`config.mk`:
```
export PLATFORM = sky130hd
export DESIGN_NAME = uart_rx_fifo
export DESIGN_NICKNAME = d
export VERILOG_FILES = /design/src/rtl/uart_rx_fifo.sv
export SDC_FILE = /design/constraint.sdc
export NUM_CORES = 1
export LEC_CHECK = 0
export CORE_MARGIN = 2
export CORE_UTILIZATION = 52
export DETAILED_ROUTE_END_ITERATION = 16
export PLACE_DENSITY = 0.75
export SYNTH_ARGS = -nofsm -noshare
export SYNTH_HDL_FRONTEND = slang
export SYNTH_SLANG_ARGS = --single-unit
```
`constraint.sdc`:
```
create_clock -name clk -period 4.93 [get_ports clk]
set_clock_uncertainty 0.2 [all_clocks]
set_input_delay 0.7395 -clock clk [delete_from_list [all_inputs] [get_ports clk]]
set_output_delay 0.7395 -clock clk [all_outputs]
set_load 0.005 [all_outputs]
```
`src/rtl/uart_rx_fifo.sv`:
```
// UART receiver with mid-bit sampling, parity/framing/overrun reporting and a receive buffer.
// Define UART_RX_FIFO_EN for a FIFO_DEPTH-entry circular buffer; otherwise a single holding register.
module uart_rx_fifo #(
  parameter int DATA_BITS    = 8,
  parameter int CLKS_PER_BIT = 20,
  parameter int PARITY_MODE  = 1,
  parameter int STOP_BITS    = 1,
  parameter int FIFO_DEPTH   = 4
) (
  input  logic                          clk,
  input  logic                          reset,
  input  logic                          rx_i,
  input  logic                          reset_ready,
  input  logic                          clr_err,
  output logic [DATA_BITS-1:0]          data,
  output logic                          ready,
  output logic                          parity_err,
  output logic                          frame_err,
  output logic                          overrun,
  output logic [$clog2(FIFO_DEPTH):0]   level
);

  localparam int LW = $clog2(FIFO_DEPTH) + 1;
  localparam int CW = $clog2(CLKS_PER_BIT);
  localparam logic [CW-1:0] BIT_LAST  = CW'(CLKS_PER_BIT - 1);
  localparam logic [CW-1:0] HALF_LAST = CW'(CLKS_PER_BIT / 2 - 1);
  localparam logic [3:0]    DATA_LAST = 4'(DATA_BITS - 1);
  localparam logic [3:0]    STOP_LAST = 4'(STOP_BITS - 1);
  localparam logic          ODD_PAR   = (PARITY_MODE == 2);

  typedef enum logic [2:0] {IDLE, START, DATA, PARITY, STOP} state_t;

  state_t               state, state_next;
  logic                 rx_meta, rx_sync, rx_prev;
  logic [CW-1:0]        clk_cnt, clk_cnt_next;
  logic [3:0]           bit_cnt, bit_cnt_next;
  logic [DATA_BITS-1:0] shift_reg, shift_next;
  logic                 par_bad, par_bad_next;
  logic                 push_frame, frame_fail;
  logic                 pop, push, full, overrun_set;

  // Synchroniser plus one extra stage so IDLE can see a clean falling edge
  always_ff @(posedge clk or posedge reset) begin
    if (reset) begin
      rx_meta <= 1'b1;
      rx_sync <= 1'b1;
      rx_prev <= 1'b1;
    end else begin
      rx_meta <= rx_i;
      rx_sync <= rx_meta;
      rx_prev <= rx_sync;
    end
  end

  always_ff @(posedge clk or posedge reset) begin
    if (reset) begin
      state     <= IDLE;
      clk_cnt   <= '0;
      bit_cnt   <= '0;
      shift_reg <= '0;
      par_bad   <= 1'b0;
    end else begin
      state     <= state_next;
      clk_cnt   <= clk_cnt_next;
      bit_cnt   <= bit_cnt_next;
      shift_reg <= shift_next;
      par_bad   <= par_bad_next;
    end
  end

  always_comb begin
    state_next   = state;
    clk_cnt_next = clk_cnt + CW'(1);
    bit_cnt_next = bit_cnt;
    shift_next   = shift_reg;
    par_bad_next = par_bad;
    push_frame   = 1'b0;
    frame_fail   = 1'b0;
    case (state)
      IDLE: begin
        clk_cnt_next = '0;
        bit_cnt_next = '0;
        if (rx_prev && !rx_sync) state_next = START;
      end
      START: begin
        if (clk_cnt == HALF_LAST) begin
          clk_cnt_next = '0;
          state_next   = rx_sync ? IDLE : DATA;
        end
      end
      DATA: begin
        if (clk_cnt == BIT_LAST) begin
          clk_cnt_next = '0;
          shift_next   = {rx_sync, shift_reg[DATA_BITS-1:1]};
          if (bit_cnt == DATA_LAST) begin
            bit_cnt_next = '0;
            par_bad_next = 1'b0;
            state_next   = (PARITY_MODE == 0) ? STOP : PARITY;
          end else begin
            bit_cnt_next = bit_cnt + 4'd1;
          end
        end
      end
      PARITY: begin
        if (clk_cnt == BIT_LAST) begin
          clk_cnt_next = '0;
          par_bad_next = ((^shift_reg) ^ rx_sync) != ODD_PAR;
          state_next   = STOP;
        end
      end
      STOP: begin
        if (clk_cnt == BIT_LAST) begin
          clk_cnt_next = '0;
          if (!rx_sync) begin
            frame_fail = 1'b1;
            state_next = IDLE;
          end else if (bit_cnt == STOP_LAST) begin
            push_frame = 1'b1;
            state_next = IDLE;
          end else begin
            bit_cnt_next = bit_cnt + 4'd1;
          end
        end
      end
      default: state_next = IDLE;
    endcase
  end

  assign pop         = reset_ready & ready;
  assign push        = push_frame & (~full | pop);
  assign overrun_set = push_frame & full & ~pop;

`ifdef UART_RX_FIFO_EN
  localparam int AW = $clog2(FIFO_DEPTH);

  logic [DATA_BITS-1:0] mem [FIFO_DEPTH];
  logic [AW-1:0]        wr_ptr, rd_ptr;
  logic [LW-1:0]        count;

  assign full  = (count == LW'(FIFO_DEPTH));
  assign ready = (count != '0);
  assign data  = ready ? mem[rd_ptr] : '0;
  assign level = count;

  // Storage has no reset; data is masked to zero while the buffer is empty
  always_ff @(posedge clk) begin
    if (push) mem[wr_ptr] <= shift_reg;
  end

  always_ff @(posedge clk or posedge reset) begin
    if (reset) begin
      wr_ptr <= '0;
      rd_ptr <= '0;
      count  <= '0;
    end else begin
      if (push) wr_ptr <= wr_ptr + AW'(1);
      if (pop)  rd_ptr <= rd_ptr + AW'(1);
      case ({push, pop})
        2'b10:   count <= count + LW'(1);
        2'b01:   count <= count - LW'(1);
        default: count <= count;
      endcase
    end
  end
`else
  logic                 hold_valid;
  logic [DATA_BITS-1:0] hold_data;

  assign full  = hold_valid;
  assign ready = hold_valid;
  assign data  = hold_valid ? hold_data : '0;
  assign level = LW'(hold_valid);

  always_ff @(posedge clk or posedge reset) begin
    if (reset) begin
      hold_valid <= 1'b0;
      hold_data  <= '0;
    end else if (push) begin
      hold_valid <= 1'b1;
      hold_data  <= shift_reg;
    end else if (pop) begin
      hold_valid <= 1'b0;
    end
  end
`endif

  // A new overrun wins over a simultaneous clear
  always_ff @(posedge clk or posedge reset) begin
    if (reset) begin
      parity_err <= 1'b0;
      frame_err  <= 1'b0;
      overrun    <= 1'b0;
    end else begin
      parity_err <= push_frame & par_bad;
      frame_err  <= frame_fail;
      if (overrun_set)  overrun <= 1'b1;
      else if (clr_err) overrun <= 1'b0;
    end
  end

endmodule

```
==> reports/metrics.yaml <==
routing:
  ant_nets: 0
  drt_wl_total_um: 2980
  viasPerCell: 5.33
  dr_total_vias: 1177
  drt_iter0_markers: 42
  wl_per_cell_um: 13.5
  post-route-drc-count: 0
  firstDrtPassIters: 4
power:
  p_leak_nw: 0.928
  power_frac_comb_pct: 21.1
  p_sw_uw: 228
  power.density_mw_per_mm2: 346
  p_total_uw: 703
  pwr-share-clk_pct: 23.7
  p_int_uw: 475
  ir_drop_uv: 213
  p_seq_share_pct: 55.3
  p_sw_share_pct: 32.4
sta:
  rsz0062_at_grt: "false"
  period_needed_ns: 2.48
  final_hold_viol_count: 0
  slew_viol_final: 0
  fin_tns_setup_ns: 0
  max_freq_mhz: 404
  setup_viol: 0
  period_share_pct: 50.2
clock_tree:
  cts_buffers: 5
  cts_resized: 0
  cts_max_level: 2
  path_clk_slew_ns: 0.11
  clkSinkCount: 36
  root_buffer: "clkbuf_4"
  cts_tree: "built"
  postCtsSetupBuffers: 0
  postCtsHoldBufs: 0
  clk_latency_ns: 0.34
  clockBufferDepth: 2
place:
  gp_congestion: 0.803
  placed_cell_area_mm2: 0.00197
  hpwl_um: 2150
  port_buffers: 17
yosys:
  synth_flop_cell: "dfrtp_1"
  ys_seq_area_share_pct: 50.9
  synth_top_area_share_pct: 46.4
  syn_inst: 157
  yosys-top-cells-area: "dfrtp_1, mux2_2, dfstp_2"
  yosysTopAreaCell: "dfrtp_1"
  yosys_warnings: 0
  ys_ff_latch: 36
  ys_async_sr_fraction_pct: 100
  synth-edff-count: 0
  synth_cell_types: 42
  avgSynthCellArea_um2: 11.3
  synth_area_mm2: 0.00178
grt:
  grt_max_degree: 37
  grt_util_all_layers_pct: 17.1
  antenna_found_initial: 0
  grt_pass1_vias: 1164
  grt_overflow_total: 0
  grt_first_pass_wirelength_um: 5360
die:
  coreArea_mm2: 0.00331
  io_pins: 20
  die-area_mm2: 0.00390
  start_util_pct: 53.7
  die_x_um: 62.5
  die_y_um: 62.5
  num_rows: 21
setup_path:
  critPathLaunchType: "flop"
  crit_type: "flop to output port"
  cp.required_ns: 3.99
  crit_path_max_fanout: 11
  cp.arrival_ns: 1.54
  critPathCaptureType: "output port"
finish:
  finalInstanceArea_mm2: 0.00203
  layout-drive-gt1-share_pct: 18.3
  fill_cells: 288
  syn2layout_area_growth_pct: 14.1
  n_antenna_cell: 0
  final_common_cell: "dfrtp_1"
  nets: 183
  layout_common_cells: "dfrtp_1, mux2_2, clkdlybuf4s50_1, nor2_1, and2_1"
outcome:
  status: "finished clean"
job:
  cap_violations: 0
hold_path:
  hold_class: "flop to flop"
==> power groups by stage <==
stage | combinational, mW | sequential, mW | clock (mW)
2_1_floorplan | 0.143 | 0.365 | 0
3_3_place_gp | 0.142 | 0.389 | 0
3_5_place_dp | 0.149 | 0.394 | 0
4_1_cts | 0.150 | 0.388 | 0.172
5_1_grt | 0.168 | 0.398 | 0.185
6_report | 0.148 | 0.388 | 0.166
==> final cells by class <==
cell class                 count  area [um^2]  share of cell area [%]
sequential                    36          905                    44.6
clock inverter                 1         7.51                   0.370
timing repair buffer          18          178                    8.75
clock buffer                   7         55.1                    2.71
tap                           46         57.6                    2.84
multi-input combinational    105          797                    39.3
inverter                       8         30.0                    1.48
==> metrics by stage <==
| stage | util (%) | worst slack, ns | std cells | hold slack [ns] |
|---|---|---|---|---|
| CTS | 61.3 | 2.44 | 221 | 0.163 |
| global placement | 59.4 | 2.66 | 213 | 0.146 |
| finish | 61.3 | 2.45 | 221 | 0.161 |
| floorplan | - | 2.87 | 158 | 0.145 |
| global route | 61.3 | 2.34 | 221 | 0.165 |
| detailed placement | 59.4 | 2.60 | 213 | 0.148 |
==> critical path: stages (launching register included) <==
cell and delay, ns:
dfrtp_1 0.51, and2_1 0.18, clkdlybuf4s50_1 0.50
==> worst paths after layout <==
| kind | startpoint | endpoint | slack (ns) | cells past startpoint |
|---|---|---|---|---|
| worst max-delay path | ready | data[6] | 2.45 | 2 |
| worst min-delay path | rx_meta | rx_sync | 0.16 | 0 |
| worst max register to register | bit_cnt[0] | hold_data[0] | 2.67 | 6 |
| worst min register to register | rx_meta | rx_sync | 0.16 | 0 |
| max in group asynchronous | reset | rx_meta | 3.59 | 3 |
| min in group asynchronous | reset | shift_reg[5] | 0.59 | 3 |
==> per-layer routing <==
layer	wire length, um	global-route usage, %	share of wire [%]
met1	1390	22.4	46
met2	1450	27.3	49
met3	108	3.96	3.6
met4	39	7.78	1.3
met5	0	0	0
==> kinds of logic after synthesis <==
family	count (synthesis)	share of synthesized area [%]
muxes	17	10.8
DFF	36	50.9
AOI/OAI and AO/OA	20	7.88
buffers and inverters	17	4.50
adders and majority gates	4	2.82
and+or+nand+nor	51	16.7
xor gates and xnor gates	11	6.19
other	1	0.211
==> synthesized netlist by cell type, types with 4 or more instances <==
cell type   n
xnor2_1     6
mux2_2     17
ha_1        4
xor2_1      4
dfrtp_1    33
nor3_1      6
nor2_1      9
and2_1      9
nand2_1     7
buf_4       4
inv_1       8
o21ai_0     4
Note: power is estimated with default switching activity, not from simulation.
